===== config.mk =====
export PLATFORM = sky130hd
export DESIGN_NAME = rom_loader
export DESIGN_NICKNAME = d
export VERILOG_FILES = /design/src/rtl/rom_loader_pkg.sv /design/src/rtl/rom_loader_word_assembler.sv /design/src/rtl/rom_loader.sv
export SDC_FILE = /design/constraint.sdc
export NUM_CORES = 1
export LEC_CHECK = 0
export CAP_MARGIN = 15
export CORE_MARGIN = 2
export CORE_UTILIZATION = 38
export CTS_CLUSTER_DIAMETER = 60
export DETAILED_ROUTE_END_ITERATION = 7
export PLACE_DENSITY = 0.68
export SYNTH_ARGS = -nofsm -noshare
export SYNTH_HDL_FRONTEND = slang
export SYNTH_SLANG_ARGS = --single-unit

===== constraint.sdc =====
create_clock -name clk -period 5.9 [get_ports clk]
set_input_delay 0.59 -clock clk [delete_from_list [all_inputs] [get_ports clk]]
set_output_delay 0.59 -clock clk [all_outputs]
set_load 0.01 [all_outputs]

===== src/rtl/rom_loader_pkg.sv =====
// Shared types and constants for the boot ROM loader.
package rom_loader_pkg;

    localparam int BYTES_PER_WORD = 4;
    localparam int WORD_WIDTH     = 32;

    typedef enum logic [2:0] {
        ST_IDLE,
        ST_LOAD,
        ST_CHECK,
        ST_DONE,
        ST_FAIL
    } loader_state_t;

endpackage


===== src/rtl/rom_loader_word_assembler.sv =====
// Packs a little-endian byte stream into 32-bit words.
// Outputs are combinational so the owner can act on the same edge that
// accepts the final byte of a word.
module word_assembler
    import rom_loader_pkg::*;
(
    input  logic                  clk,
    input  logic                  reset,
    input  logic                  clear,
    input  logic                  byte_en,
    input  logic [7:0]            byte_data,
    output logic                  word_done,
    output logic [WORD_WIDTH-1:0] word
);

    logic [1:0]            byte_idx;
    logic [WORD_WIDTH-1:0] word_q;

    // Current partial word with the incoming byte dropped into its lane.
    always_comb begin
        word = word_q;
        if (byte_en) begin
            word[{byte_idx, 3'b000} +: 8] = byte_data;
        end
        word_done = byte_en && (byte_idx == 2'd3);
    end

    // Byte lane index and partial word storage; index wraps 3 -> 0.
    always_ff @(posedge clk or posedge reset) begin
        if (reset) begin
            byte_idx <= 2'd0;
            word_q   <= '0;
        end else if (clear) begin
            byte_idx <= 2'd0;
            word_q   <= '0;
        end else if (byte_en) begin
            byte_idx <= byte_idx + 2'd1;
            word_q   <= word;
        end
    end

endmodule


===== src/rtl/rom_loader.sv =====
// Boot-time ROM loader: bytes -> words -> ROM write port, then checksum.
//
// state    | meaning
// ---------+------------------------------------------------------------
// ST_IDLE  | waiting for start after reset
// ST_LOAD  | accepting program bytes, one ROM write per completed word
// ST_CHECK | accepting the 4 checksum bytes
// ST_DONE  | checksum matched, go held high
// ST_FAIL  | checksum mismatch, err held high
module rom_loader
    import rom_loader_pkg::*;
#(
    parameter int ADDR_WIDTH = 8
) (
    input  logic                  clk,
    input  logic                  reset,
    input  logic                  start,
    input  logic [ADDR_WIDTH:0]   word_count,
    input  logic                  byte_valid,
    input  logic [7:0]            byte_data,
    output logic                  byte_ready,
    output logic                  rom_we,
    output logic [ADDR_WIDTH-1:0] rom_waddr,
    output logic [WORD_WIDTH-1:0] rom_wdata,
    output logic                  busy,
    output logic                  go,
    output logic                  err,
    output logic [ADDR_WIDTH:0]   loaded_words
);

    localparam int CNT_W = ADDR_WIDTH + 1;
    localparam logic [CNT_W-1:0] MAX_WORDS = {1'b1, {ADDR_WIDTH{1'b0}}};

    loader_state_t         state_q;
    loader_state_t         state_d;
    logic [CNT_W-1:0]      count_q;
    logic [CNT_W-1:0]      word_idx_q;
    logic [WORD_WIDTH-1:0] sum_q;
    logic [CNT_W-1:0]      count_clamped;
    logic                  start_ok;
    logic                  xfer;
    logic                  last_word;
    logic                  word_done;
    logic [WORD_WIDTH-1:0] asm_word;

    assign busy         = (state_q == ST_LOAD) || (state_q == ST_CHECK);
    assign byte_ready   = busy;
    assign go           = (state_q == ST_DONE);
    assign err          = (state_q == ST_FAIL);
    assign loaded_words = word_idx_q;

    assign start_ok      = start && !busy;
    assign xfer          = byte_valid && byte_ready;
    assign count_clamped = (word_count > MAX_WORDS) ? MAX_WORDS : word_count;
    assign last_word     = ((word_idx_q + CNT_W'(1)) == count_q);

    word_assembler u_asm (
        .clk       (clk),
        .reset     (reset),
        .clear     (start_ok),
        .byte_en   (xfer),
        .byte_data (byte_data),
        .word_done (word_done),
        .word      (asm_word)
    );

    // State register.
    always_ff @(posedge clk or posedge reset) begin
        if (reset) begin
            state_q <= ST_IDLE;
        end else begin
            state_q <= state_d;
        end
    end

    // Next-state logic; start is only honoured outside a load.
    always_comb begin
        state_d = state_q;
        case (state_q)
            ST_IDLE, ST_DONE, ST_FAIL: begin
                if (start) begin
                    state_d = (count_clamped == '0) ? ST_CHECK : ST_LOAD;
                end
            end
            ST_LOAD: begin
                if (word_done && last_word) begin
                    state_d = ST_CHECK;
                end
            end
            ST_CHECK: begin
                if (word_done) begin
                    state_d = (asm_word == sum_q) ? ST_DONE : ST_FAIL;
                end
            end
            default: state_d = ST_IDLE;
        endcase
    end

    // Word counter, running checksum and registered ROM write port.
    always_ff @(posedge clk or posedge reset) begin
        if (reset) begin
            count_q    <= '0;
            word_idx_q <= '0;
            sum_q      <= '0;
            rom_we     <= 1'b0;
            rom_waddr  <= '0;
            rom_wdata  <= '0;
        end else begin
            rom_we <= 1'b0;
            if (start_ok) begin
                count_q    <= count_clamped;
                word_idx_q <= '0;
                sum_q      <= '0;
            end else if ((state_q == ST_LOAD) && word_done) begin
                rom_we     <= 1'b1;
                rom_waddr  <= word_idx_q[ADDR_WIDTH-1:0];
                rom_wdata  <= asm_word;
                sum_q      <= sum_q + asm_word;
                word_idx_q <= word_idx_q + CNT_W'(1);
            end
        end
    end

endmodule


==> impl_results.md <==
- Syn nets: 931
- Core ar.: 19300 µm²
- Final ANT Viol Nets: 0
- CTS tree: built
- Crit. End Element: register
- MaxCap Viol Count: 0
- Resize count post-CTS: 0
- Register area: ~3200 µm²
- Final hold violation count: 0
- Worst r2r path cells: 17
- Largest net degree at the start of global routing: 81
- Max transition margin: 0.290
- Synthesis-stage register bit count: 128
- Root Driver: clkbuf_16
- Remaining Overflow, GRT: 0
- Antenna violations before repair: 0
- Sequential share of power: 0.352
- Slew @ Worst Pin: 1.06 ns
- Starting density of the core: 0.386
- Avg Inst Size Synth: 8.61 µm²
- Synth top area share: 0.429
- Hold Path Depth: 2
- Layout cells sized above 1: 0.0580
- Max Slew Vio Count: 0
- Reg2reg start: state_q[1]
- Port Buffers: 74
- Leakage power: approximately 0.0043 µW
- Ys async rst share: 1.00
- Post-CTS repair timing setup buffer count: 0
- First-pass GRT wire length: 31.7 mm
- Post-synth cell types: 64
- # nets final: about 980
- R2r endpoint: sum_q[30]
- Sw Share: 0.340
- CP Class: register to register
- TritonCTS Buffers: 17
- Tmin final: 4.69 ns
- Crit path required time: between 6 and 7 ns
- Hold Crit Class: register to register
- Initial DRC count: 458
- Post-synthesis cell count: 867
- Clock-pin slew on the worst setup and hold paths: approximately 0.06 ns
- H-tree level count: 4
- Power per standard cell area: 322 nW/µm²
- Via Count: 6351
- Clock share of power: 0.378
- All-Layer GR Usage: 0.197
- Clock sink count: 128
- Vias in the first global route: 6039
- Worst VDD drop: 0.185 mV
- Internal power: roughly 1900 µW
- DR vias/cell: 5.31
- Placed Cells: about 1200
- Fillcell total: ~1900
- CP Launch Type: register
- Io pins: 75
- Die height: 144 µm
- Pre-CTS worst setup slack: 1.06 ns
- Commonest non-fill, non-tap cells in the layout: nand2_1 (169), dfrtp_1 (128), o21ai_0 (114)
- Post-route DRC: 0
- TNS Setup: 0 ns
- Leading cell type in the layout, fill and taps excluded: nand2_1
- CTS Hold Bufs: 0
- Net switching power: 985 µW
- Routed met1 length: 9.20 mm
- Initial DRT Pass Iterations: 7
- WL met2: 8.64 mm
- Power Total: ~2900 µW
- Multi-input logic area: between 3000 and 4000 µm²
- Num rows: 51
- Area Growth Syn to Fin: 20.6%
- Chip Width: roughly 140 µm
- Mean routed wirelength per cell: approximately 16 µm
- Hold_sp: rom_wdata[27]
- EDFF count, synth: 0
- Worst Path Max Fanout: 10
- Die area: 20800 µm²
- Dpl hpwl: 13.5 mm
- Routed met3 length: 1.04 mm
- Final worst slack: 1.21 ns
- Max Fclk: 0.213 GHz
- Non-Filler Instances: roughly 1200
- Synth warn: 0
- Worst Hold End: rom_wdata[27]
- ANT cells: 0
- Clock Skews: roughly 0.0062 ns
- Fin crit share: 0.794
- Worst EP arrival: 5.00 ns
- Combinational Power Share: 0.270
- Maximum root-to-sink buffer count: 2
- Largest cells by area after synthesis: dfrtp_1 (43%), nand2_1 (8.5%), o21ai_0 (7.6%), ha_1 (7.0%), a21oi_1 (3.3%)
- Final setup violation count: 0
- Area leader, netlist: dfrtp_1
- Final GP Congestion: 0.902
- Top Metal Used: met4
- Worst skew pair latency: 0.42 ns
- Cell Area, Synth: roughly 7500 µm²
- Synth Flop Type: dfrtp_1
- Routed WL: 19.3 mm
- Sequential-to-total area share from yosys stat: 0.429
- RSZ-0062 raised after global routing: false
- Reg2reg setup slack: 1.21 ns
- Outcome: completed
[through the flow]
| stage | hold slack (ns) | cell area [µm²] | utilization |
|---|---|---|---|
| 6_report | 0.468 | 9000 | 0.465 |
| 5_1_grt | 0.497 | 9000 | 0.465 |
| 4_1_cts | 0.478 | 9000 | 0.465 |
| 3_5_place_dp | 0.463 | 8380 | 0.434 |
| 3_3_place_gp | 0.459 | 8380 | 0.434 |
| 2_1_floorplan | 0.450 | 7460 | - |
[final cells by class]
cell class                 count  area share
sequential                   128       0.356
multi-input combinational    654       0.436
inverter                      37      0.0157
timing repair buffer          80      0.0873
clock inverter                12      0.0175
tap                          265      0.0369
clock buffer                  20      0.0508
[logic make-up (layout without fill, tap and decap cells)]
family	after synthesis	count (layout)	share of synthesized area
muxes	4	4	0.00537
DFF	128	128	0.429
AOI/OAI and AO/OA	239	239	0.191
adders and majority gates	43	43	0.0731
buffers and inverters	85	149	0.0466
xor gates and xnor gates	41	41	0.0481
and+or+nand+nor	327	327	0.207
[per-layer routing]
metal / GRT usage / up-vias
met5: 0 / -
met4: 0.0681 / 0
met3: 0.0503 / 29
met2: 0.300 / 170
met1: 0.272 / 3043
li1: - / 3109
[registers in the layout, summed over array words and instances (netlist names)]
register	flops
u_asm.byte_idx	2
state_q	3
rom_wdata	32
count_q	9
u_asm.word_q	32
rom_waddr	8
rom_we	1
loaded_words	9
sum_q	32
[synthesized netlist by cell type (2+ instances only)]
library cell	number
mux2i_1	4
nand3b_1	2
or3_1	2
nor2_1	34
o31ai_1	7
and3_1	33
nand2_1	169
buf_6	2
nand2b_1	13
buf_2	5
nand4b_1	2
a21oi_1	49
nand3_1	27
o211ai_1	3
o2111ai_1	2
o21a_1	2
o221ai_1	2
a31oi_1	10
clkbuf_1	38
o21bai_1	4
nand4_1	9
inv_1	37
a31o_2	2
nand2b_4	2
a22o_1	9
dfrtp_1	128
a21o_1	17
a211oi_1	2
ha_1	42
buf_4	2
o21ai_0	114
xnor2_1	27
nor3_1	7
xor2_1	14
nor2b_1	4
nor4_1	10
and2_1	4
[power by group through the flow]
stage | Clock [µW] | Combinational (µW) | Sequential, µW
global placement | 0 | 777 | 1030
global route | 1150 | 863 | 1030
finish | 1100 | 783 | 1020
detailed placement | 0 | 780 | 1040
CTS | 1110 | 787 | 1020
floorplan | 0 | 547 | 1010
[worst max-delay path, stage by stage, from the launching register on]
cell       delay [ns]
dfrtp_1          0.52
nand2b_4         0.23
a21oi_4          0.30
and2_1           0.32
nand2_1          0.33
a21oi_1          0.33
inv_1            0.07
ha_1             0.21
fa_1             0.40
nand3_1          0.13
a211oi_1         0.09
a211oi_2         0.33
o221ai_1         0.26
a21bo_2          0.28
o2111ai_1        0.27
o21bai_1         0.11
mux2i_1          0.13
a221o_1          0.26
[worst max-delay path by stage]
stage	start	to	slack (ns)	cells past startpoint
after detailed placement	byte_valid	sum_q[30]	1.06	16
final	state_q[1]	sum_q[30]	1.21	17
after floorplan	state_q[0]	sum_q[30]	1.74	19
after CTS	state_q[1]	sum_q[30]	1.27	17
after global routing	state_q[1]	sum_q[30]	0.89	17
after global placement	byte_valid	sum_q[30]	1.16	16
No activity file was read; power rests on OpenSTA's default activity.
